`src/rtl/fifo_1r1w_sync.sv`:
```
// Ready/valid first-word-fall-through FIFO around a 1-cycle synchronous-read RAM.
// Optional occupancy output enabled by defining FIFO_COUNT_EN; otherwise count_o is tied to 0.

module ram_1r1w_sync #(
  parameter int width_p = 8,
  parameter int els_p   = 16
) (
  input  logic                       clk_i,
  input  logic                       reset_i,
  input  logic                       w_v_i,
  input  logic [$clog2(els_p)-1:0]   w_addr_i,
  input  logic [width_p-1:0]         w_data_i,
  input  logic                       rd_valid_i,
  input  logic [$clog2(els_p)-1:0]   rd_addr_i,
  output logic [width_p-1:0]         rd_data_o
);

  logic [width_p-1:0] mem [els_p];

  always_ff @(posedge clk_i) begin
    if (w_v_i) mem[w_addr_i] <= w_data_i;
  end

  // Read returns the pre-write contents on an address collision.
  always_ff @(posedge clk_i) begin
    if (reset_i)         rd_data_o <= '0;
    else if (rd_valid_i) rd_data_o <= mem[rd_addr_i];
  end

endmodule

module fifo_1r1w_sync #(
  parameter int width_p = 8,
  parameter int depth_p = 16
) (
  input  logic                       clk_i,
  input  logic                       reset_i,
  input  logic                       valid_i,
  input  logic [width_p-1:0]         data_i,
  output logic                       ready_o,
  output logic                       valid_o,
  output logic [width_p-1:0]         data_o,
  input  logic                       ready_i,
  output logic [$clog2(depth_p):0]   count_o
);

  localparam int addr_w = $clog2(depth_p);
  localparam int ptr_w  = addr_w + 1;

  logic [ptr_w-1:0]   wr_ptr;
  logic [ptr_w-1:0]   rd_ptr;
  logic [ptr_w-1:0]   rd_ptr_next;
  logic               empty;
  logic               full;
  logic               enq;
  logic               deq;
  logic               bypass_hit;
  logic               bypass_v;
  logic [width_p-1:0] bypass_r;
  logic [width_p-1:0] ram_rd_data;

  assign empty = (wr_ptr == rd_ptr);
  assign full  = (wr_ptr[addr_w-1:0] == rd_ptr[addr_w-1:0]) &&
                 (wr_ptr[addr_w] != rd_ptr[addr_w]);

  assign ready_o = ~full & ~reset_i;
  assign valid_o = ~empty;

  assign enq = valid_i & ready_o;
  assign deq = valid_o & ready_i;

  // Reading at the post-dequeue head lets the RAM output line up with the next cycle's head.
  assign rd_ptr_next = rd_ptr + {{addr_w{1'b0}}, deq};

  // A write landing on the address being read this cycle would be missed by the RAM.
  assign bypass_hit = enq && (wr_ptr[addr_w-1:0] == rd_ptr_next[addr_w-1:0]);

  always_ff @(posedge clk_i) begin
    if (reset_i) begin
      wr_ptr   <= '0;
      rd_ptr   <= '0;
      bypass_v <= 1'b0;
    end else begin
      if (enq) wr_ptr <= wr_ptr + {{addr_w{1'b0}}, 1'b1};
      rd_ptr   <= rd_ptr_next;
      bypass_v <= bypass_hit;
    end
  end

  always_ff @(posedge clk_i) begin
    if (bypass_hit) bypass_r <= data_i;
  end

  ram_1r1w_sync #(
    .width_p (width_p),
    .els_p   (depth_p)
  ) storage (
    .clk_i      (clk_i),
    .reset_i    (reset_i),
    .w_v_i      (enq),
    .w_addr_i   (wr_ptr[addr_w-1:0]),
    .w_data_i   (data_i),
    .rd_valid_i (1'b1),
    .rd_addr_i  (rd_ptr_next[addr_w-1:0]),
    .rd_data_o  (ram_rd_data)
  );

  assign data_o = bypass_v ? bypass_r : ram_rd_data;

`ifdef FIFO_COUNT_EN
  assign count_o = wr_ptr - rd_ptr;
`else
  assign count_o = '0;
`endif

endmodule

```
`config.mk`:
```
export PLATFORM = sky130hd
export DESIGN_NAME = fifo_1r1w_sync
export DESIGN_NICKNAME = d
export VERILOG_FILES = /design/src/rtl/fifo_1r1w_sync.sv
export SDC_FILE = /design/constraint.sdc
export NUM_CORES = 1
export LEC_CHECK = 0
export ABC_AREA = 1
export ABC_CLOCK_PERIOD_IN_PS = 2900
export CAP_MARGIN = 20
export CORE_MARGIN = 2
export CORE_UTILIZATION = 32
export DETAILED_ROUTE_END_ITERATION = 8
export PLACE_DENSITY = 0.53
export RECOVER_POWER = 100
export SETUP_SLACK_MARGIN = 0.05
export SLEW_MARGIN = 40
export SYNTH_ARGS = -nofsm -noshare
export SYNTH_HDL_FRONTEND = slang
export SYNTH_HIERARCHICAL = 1
export SYNTH_SLANG_ARGS = --single-unit
```
`constraint.sdc`:
```
create_clock -name clk_i -period 2.9 [get_ports clk_i]
set_clock_uncertainty 0.2 [all_clocks]
set_input_delay 0.58 -clock clk_i [delete_from_list [all_inputs] [get_ports clk_i]]
set_output_delay 0.58 -clock clk_i [all_outputs]
set_load 0.005 [all_outputs]
```
==> metrics.csv, run 1 <==
stage,metric,value,unit
critical_path,required,2.12,ns
synth,yosysSeqAreaShare,67.23,%
critical_path,r2r_start,rd_ptr[1],
floorplan,dieHeight,148.1,um
floorplan,coreArea,20300,um^2
drt,detail-route-antenna-nets,0,
synth,synth_area_leaders,"edfxtp_1 62%, nand2_1 11%, nand3_1 8.3%, dfxtp_1 5.7%, nor2_1 2.5%",
drt,wl_per_cell,16.66,um
drt,viasPerCell,4.748,
drt,drt_iter0_drc,428,
min_path,hold_path_class,reg2reg,
critical_path,cp-start-kind,flop,
synth,syn_area_per_cell,10.89,um^2
placed_design,place_area,7356,um^2
synth,async_flop_share,0,%
power_and_ir_drop,peakVddDrop,398.5,uV
synth,yosysTopAreaCell,edfxtp_1,
critical_path,crit_fanout,8,
timing,setup_violations,0,
floorplan,ios,27,
power_and_ir_drop,p_int,0.004006,W
global_routing,grt-ovfl-total,0,
final_layout,drive_gt1_share,13.40,%
clock_tree,clk_latency,0.42,ns
global_routing,grt_pass1_wl,25030,um
timing,slew_headroom,33.52,%
drt,via_count,4506,
power_and_ir_drop,seqPwrFrac,45.0,%
global_routing,grt_pass1_vias,4518,
placed_design,port_buffers,21,
global_routing,grt_usage,15.17,%
final_layout,areaGrowthSynthToFinish,18.52,%
final_layout,diodes,0,
power_and_ir_drop,p_sw_share,27.85,%
timing,finalCriticalPeriod,2.765,ns
clock_tree,htreeDepth,4,
run_status,run_status,"finished, final reports clean",
clock_tree,clockBufferDepth,2,
final_layout,final_cell_area,7870,um^2
drt,drc,0,
clock_tree,cts-resized-gates,0,
timing,hold_viol,0,
clock_tree,post_cts_buffers,0,
timing,grt_setup_unrepaired,true,
synth,ys_ff_latch,155,
min_path,holdCritStartpoint,wr_ptr[4],
placed_design,gp_congestion,0.8757,
final_layout,nets,681,
floorplan,start_util,32.71,%
power_and_ir_drop,combPwrFrac,18.5,%
global_routing,antenna_found_initial,0,
synth,synth_cell_type_count,26,
drt,firstDrtPassIters,5,
global_routing,grt_max_degree,65,
run,drv_cap,0,
critical_path,crit_path_start,rd_ptr[1],
clock_tree,holdBufCountCts,0,
floorplan,die_w,148.1,um
power_and_ir_drop,powerDensity,705.5,nW/um^2
timing,drv_slew,0,
clock_tree,clk_pin_slew_worst_paths,0.06,ns
drt,routed_wl,15810,um
synth,syn_area,6640,um^2
clock_tree,clock_tree.root_cell,clkbuf_16,
synth,synth_edf_count,136,
timing,final.setup.tns,0,ns
timing,finalCritPeriodShare,95.35,%
synth,syn_inst,610,
clock_tree,clock_sinks,155,
placed_design,post-dp-hpwl,10760,um
synth,synthFlopType,edfxtp_1,
timing,max_freq,361.6,MHz
critical_path,crit_arrival,1.99,ns
floorplan,die_area,21920,um^2
power_and_ir_drop,power_switching,0.001546,W
clock_tree,cts_buffers,17,
synth,yosysWarningCount,6,
power_and_ir_drop,leakagePower,2.982,nW
critical_path,crit_type,reg2out,
synth,synth_top_cell_area_share,61.50,%
critical_path,endpoint_kind,output pin,
floorplan,row_count,52,
timing,tightest_slew,0.9971,ns
power_and_ir_drop,pwr-share-clk,36.5,%
clock_tree,cts_tree,built,
synth_stat cells, types with 4 or more instances:
master	instances
buf_6	10
edfxtp_1	136
dfxtp_1	19
nand2_1	197
inv_1	25
xor2_1	4
inv_2	7
buf_2	11
mux2_2	8
nor2_1	44
nand3_1	110
nand2_2	5
buf_4	10
power groups by stage:
stage	Sequential, W	Clock (W)	Combinational [W]
6_report	0.00250	0.00203	0.00103
5_1_grt	0.00250	0.00216	0.00115
4_1_cts	0.00250	0.00207	0.00106
3_5_place_dp	0.00255	0	0.00106
3_3_place_gp	0.00254	0	0.00105
2_1_floorplan	0.00254	0	0.000704
critical path: stages (launching register included):
cell and delay (ns):
dfxtp_1 0.42, inv_1 0.06, nand2_1 0.07, nand2_2 0.07
nor2_4 0.14, nand3_4 0.12, nand2_1 0.08, inv_1 0.03
dlygate4sd3_1 0.57
placed cells by master (no fill, tap or decap), drive strengths merged:
master	n
ha	3
nand3	112
nor3	2
dfxtp	19
dlygate4sd3	18
mux2	8
edfxtp	136
nand3b	3
nand2	202
nand4	2
xnor2	1
clkdlybuf4s50	3
a21oi	3
inv	33
xor2	5
clkinvlp	3
buf	37
clkbuf	29
bufinv	1
conb	6
nor2	47
clkinv	6
logic make-up after synthesis:
kind of cell    synth area share, %
simple gates                  24.02
other cells                  0.1131
buf+inv                       5.577
flops                         67.23
xor+xnor                     0.9045
mux                           1.357
compound gates               0.2261
fa+ha+maj                    0.5654
stage by stage:
stage / power [W] / utilization [%] / worst slack, ns / instances / hold WS [ns]
after detailed placement: 0.003601 / 36.24 / 0.02311 / 917 / 0.3571
after CTS: 0.005628 / 38.88 / 0.1580 / 949 / 0.3623
after floorplan: 0.003240 / - / 0.1476 / 614 / 0.3203
after global routing: 0.005810 / 38.77 / 0.01809 / 949 / 0.4056
after global placement: 0.003593 / 36.24 / 0.04653 / 917 / 0.3405
final: 0.005553 / 38.77 / 0.1349 / 949 / 0.3631
sequential cells by signal, summed over array words and instances, names as in the netlist:
| signal | flops |
|---|---|
| storage/mem | 128 |
| rd_ptr | 5 |
| storage/rd_data_o | 8 |
| bypass_v | 1 |
| wr_ptr | 5 |
| bypass_r | 8 |
path summary, 6_finish.rpt:
path / slack [ns] / to / depth (start not counted)
worst max-delay path: 0.13 / ready_o / 8
worst min-delay path: 0.36 / wr_ptr[4] / 2
worst max register to register: 0.23 / storage/rd_data_o[1] / 17
worst min register to register: 0.36 / wr_ptr[4] / 2
cell type report:
cell class	count	area [um^2]
fill	1994	12430
sequential	155	4467
multi-input combinational	394	1831
timing repair buffer	66	578.1
clock buffer	21	440.4
tap	270	337.8
inverter	32	120.1
clock inverter	11	96.34
layer usage:
layer / share of wire [%] / wire (um) / global-route usage, % / vias to the layer above
met5: 0 / 0 / 0 / -
met4: 2.1 / 329 / 5.429 / 0
met3: 5.0 / 789 / 3.405 / 27
met2: 48 / 7603 / 25.28 / 135
met1: 45 / 7084 / 19.53 / 2180
li1: - / - / - / 2164
(Power assumes the default switching activity.)
==> inputs of run 2 (changes only) <==
Settings changed: ABC_AREA 1 to unset, SLEW_MARGIN 40 to 25.
==> run 2 against run 1 <==
  * The run now ends with setup timing left
  * Non-clock buffer count up 17
  * Sequential share of layout area down 1.3 points
  * First-iteration DRC count down 51%
  * Sequential power about the same
  * Die area down 4.1%
  * Worst setup slack worse by 0.14 ns
  * Critical endpoint is now bypass_r[3]
  * Highest routed layer unchanged
==> metrics.csv, run 2 <==
stage,metric,value,unit,change
drt,viasPerCell,4.774,,+0.55%
run_status,run_status,"complete, but fails checks",,
drt,drt_iter0_drc,209,,-51%
placed_design,gp_congestion,0.7572,,-14%
final_layout,drive_gt1_share,24.11,%,+11 points
synth,synth_commonest_cells,"136 x edfxtp_1, 65 x mux2i_1, 27 x nand3_1",,
critical_path,endpoint_kind,flop,,
synth,synth_top_family_by_area,multiplexers,,
synth,synth_top_cell_area_share,64.23,%,+2.7 points
synth,yosysTopAreaCell,edfxtp_1,,
drt,routed_wl,14240,um,-9.9%
drt,firstDrtPassIters,4,,-1
timing,hold_slack,0.3362,ns,-0.02692 ns
placed_design,port_buffers,21,,unchanged
timing,setup_violations,8,,+8
power_and_ir_drop,peakVddDrop,394.4,uV,-1.0%
critical_path,crit_type,reg2reg,,
critical_path,cp-start-kind,flop,,
placed_design,post-place-cells,727,,-21%
synth,yosysWarningCount,6,,unchanged
synth,synthFlopType,edfxtp_1,,
final_layout,final_common_cell,edfxtp_1,,
clock_tree,clockBufferDepth,2,,unchanged
clock_tree,holdBufCountCts,0,,unchanged
critical_path,r2r_slack,-0.003,ns,-0.23 ns
synth,async_flop_share,0,%,unchanged
drt,drc,0,,unchanged
placed_design,post-dp-hpwl,8863,um,-18%
final_layout,fin_cells,771,,-19%
run_status,violations,setup timing,,
timing,finalCritPeriodShare,100.1,%,+4.8 points
clock_tree,cts_buffers,17,,unchanged
final_layout,areaGrowthSynthToFinish,26.90,%,
timing,slew_headroom,56.78,%,+23 points
power_and_ir_drop,pwr-share-clk,39.5,%,+3.0 points
drt,wl_per_cell,18.47,um,+11%
floorplan,ios,27,,unchanged
critical_path,crit_path_start,wr_ptr[1],,
synth,syn_area_per_cell,15.62,um^2,+44%
clock_tree,clock_sinks,155,,unchanged
floorplan,row_count,51,,-1.9%
power_and_ir_drop,power_switching,0.001219,W,-21%
clock_tree,cts_tree,built,,
clock_tree,clk_latency,0.42,ns,about the same
critical_path,crit_fanout,8,,unchanged
synth,synth_area_leaders,"edfxtp_1 64%, mux2i_1 10%, dfxtp_1 6.0%, a22oi_1 2.8%, nand3_1 2.1%",,
timing,max_freq,344.5,MHz,-4.8%
synth,yosysMostFrequentCell,edfxtp_1,,
floorplan,start_util,32.67,%,-0.040 points
min_path,hold_path_class,reg2reg,,
timing,hold_viol,0,,unchanged
global_routing,antenna_found_initial,0,,unchanged
critical_path,endpoint,bypass_r[3],,
global_routing,grt_usage,13.73,%,-1.4 points
critical_path,r2r_cells,12,,-5
final_layout,top_register,storage/mem,,
synth,ys_ff_latch,155,,unchanged
final_layout,nets,508,,-25%
drt,detail-route-antenna-nets,0,,unchanged
synth,yosysSeqAreaShare,70.21,%,+3.0 points
clock_tree,clk_pin_slew_worst_paths,0.06,ns,about the same
run,drv_cap,0,,unchanged
drt,via_count,3681,,-18%
timing,finalWorstSetupSlack,-0.003014,ns,-0.1379 ns
clock_tree,htreeDepth,4,,unchanged
synth,syn_inst,407,,-33%
final_layout,mostFrequentLayoutCells,"136 x edfxtp_1, 62 x mux2i_1, 46 x buf_4, 27 x nand3_1, 22 x a22oi_1",,
global_routing,grt_max_degree,24,,-63%
synth,synth-simple-area-share,7.930,%,-16 points
clock_tree,clock_tree.root_cell,clkbuf_16,,
global_routing,grt_pass1_wl,21240,um,-15%
floorplan,dieHeight,145.0,um,-2.1%
critical_path,r2r_start,wr_ptr[1],,
power_and_ir_drop,combPwrFrac,13.7,%,-4.8 points
critical_path,crit_arrival,2.83,ns,+0.84 ns
power_and_ir_drop,seqPwrFrac,46.8,%,+1.8 points
critical_path,r2r-end,bypass_r[3],,
synth,synth_compound_area_share,3.955,%,+3.7 points
synth,synth_edf_count,136,,unchanged
synth,syn_area,6359,um^2,-4.2%
synth,synthAdderAreaFrac,0.5903,%,+0.025 points
synth,synth_cell_type_count,33,,+27%
synth,yosys.area_share.xor_xnor,1.653,%,+0.75 points
global_routing,grt-ovfl-total,0,,unchanged
timing,tightest_slew,0.6462,ns,-0.3510 ns
final_layout,diodes,0,,unchanged
power_and_ir_drop,p_sw_share,22.58,%,-5.3 points
power_and_ir_drop,leakagePower,2.712,nW,-9.1%
timing,drv_slew,0,,unchanged
timing,grt_setup_unrepaired,true,,
floorplan,die_area,21010,um^2,-4.1%
floorplan,coreArea,19460,um^2,-4.1%
power_and_ir_drop,powerDensity,669.3,nW/um^2,-5.1%
global_routing,grt_pass1_vias,3593,,-20%
power_and_ir_drop,p_int,0.004181,W,+4.4%
synth,synthMuxAreaShare,12.42,%,+11 points
final_layout,largest_register_ffs,128,,unchanged
final_layout,reg.largest.list,"storage/mem (128), bypass_r (8), storage/rd_data_o (8)",,
floorplan,die_w,145.0,um,-2.1%
critical_path,required,2.83,ns,+0.71 ns
timing,finalCriticalPeriod,2.903,ns,+0.1379 ns
run 2: cell count changes after synthesis, sizes merged, moves of 3 or more:
cell	delta
inv	-30
nor3	+3
a22oi	+24
nand3	-85
mux2i	+65
buf	-13
nand2	-184
nor2b	+9
xor2	+4
nand2b	+5
a21oi	+9
mux2	+4
nor2	-26
run 2: power by group through the flow:
stage,registers (W),logic (W),clock network [W]
final,0.00253,0.000738,0.00213
after global routing,0.00254,0.000791,0.00226
after CTS,0.00253,0.000705,0.00217
after detailed placement,0.00258,0.000681,0
after global placement,0.00257,0.000675,0
after floorplan,0.00256,0.000339,0
run 2: worst max-delay path: stages, from the launching register on:
cell      delay (ns)
dfxtp_4         0.35
xor2_2          0.18
nor4_4          0.30
nand2b_1        0.11
and2_4          0.16
ha_4            0.16
ha_4            0.17
xnor2_4         0.14
buf_6           0.13
xnor2_2         0.12
nor3_2          0.15
nor4bb_4        0.25
buf_6           0.18
run 2: worst min path at each step:
stage	start	end	slack, ns	cells past startpoint
2_1_floorplan	rd_ptr[4]	rd_ptr[4]	0.30	2
3_3_place_gp	rd_ptr[4]	rd_ptr[4]	0.32	2
3_5_place_dp	rd_ptr[4]	rd_ptr[4]	0.33	2
4_1_cts	rd_ptr[4]	rd_ptr[4]	0.35	2
5_1_grt	rd_ptr[4]	rd_ptr[4]	0.37	2
6_report	rd_ptr[4]	rd_ptr[4]	0.34	2
run 2: layout make-up:
class / instances / area [um^2]
Fill cell: 1763 / 11390
Sequential cell: 155 / 4474
Multi-Input combinational cell: 234 / 1831
Timing Repair Buffer: 83 / 842.1
Clock buffer: 27 / 524.3
Tap cell: 265 / 331.6
Clock inverter: 5 / 56.30
Inverter: 2 / 10.01
run 2: metal layers:
| metal | up-vias | wire length [um] | GRT usage, % |
|---|---|---|---|
| met5 | - | 0 | 0 |
| met4 | 0 | 279 | 5.941 |
| met3 | 21 | 455 | 3.365 |
| met2 | 87 | 6576 | 21.31 |
| met1 | 1858 | 6931 | 18.34 |
| li1 | 1715 | - | - |
run 2: stage by stage:
stage / utilization, % / instance area (um^2) / power, W / setup slack [ns] / setup TNS, ns
finish: 41.46 / 8069 / 0.005400 / -0.003014 / -0.006662
global placement: 37.31 / 7261 / 0.003250 / -0.1467 / -1.490
CTS: 40.58 / 7898 / 0.005408 / -0.04826 / -0.4023
global route: 41.46 / 8069 / 0.005590 / -0.1704 / -1.891
detailed placement: 37.31 / 7261 / 0.003257 / -0.2368 / -2.323
floorplan: - / 6434 / 0.002903 / -0.04869 / -0.6329
run 2: what timing repair did:
item,CTS,global route
buffers inserted,2,6
pin swaps,7,12
cloned,0,4
endpoints found under the setup margin,17,18
gates resized for setup,7,12
endpoints found under the hold margin,0,0
run 2: kinds of logic (layout without fill, tap and decap cells):
| group | count (synthesis) | in the layout |
|---|---|---|
| flip-flops | 155 | 155 |
| AND/OR/NAND/NOR | 97 | 97 |
| multiplexers | 77 | 77 |
| AO/OA/AOI/OAI | 37 | 37 |
| buffers and inverters | 24 | 117 |
| XOR/XNOR | 12 | 12 |
| adder cells (fa/ha/maj) | 3 | 3 |
| other | 2 | 8 |
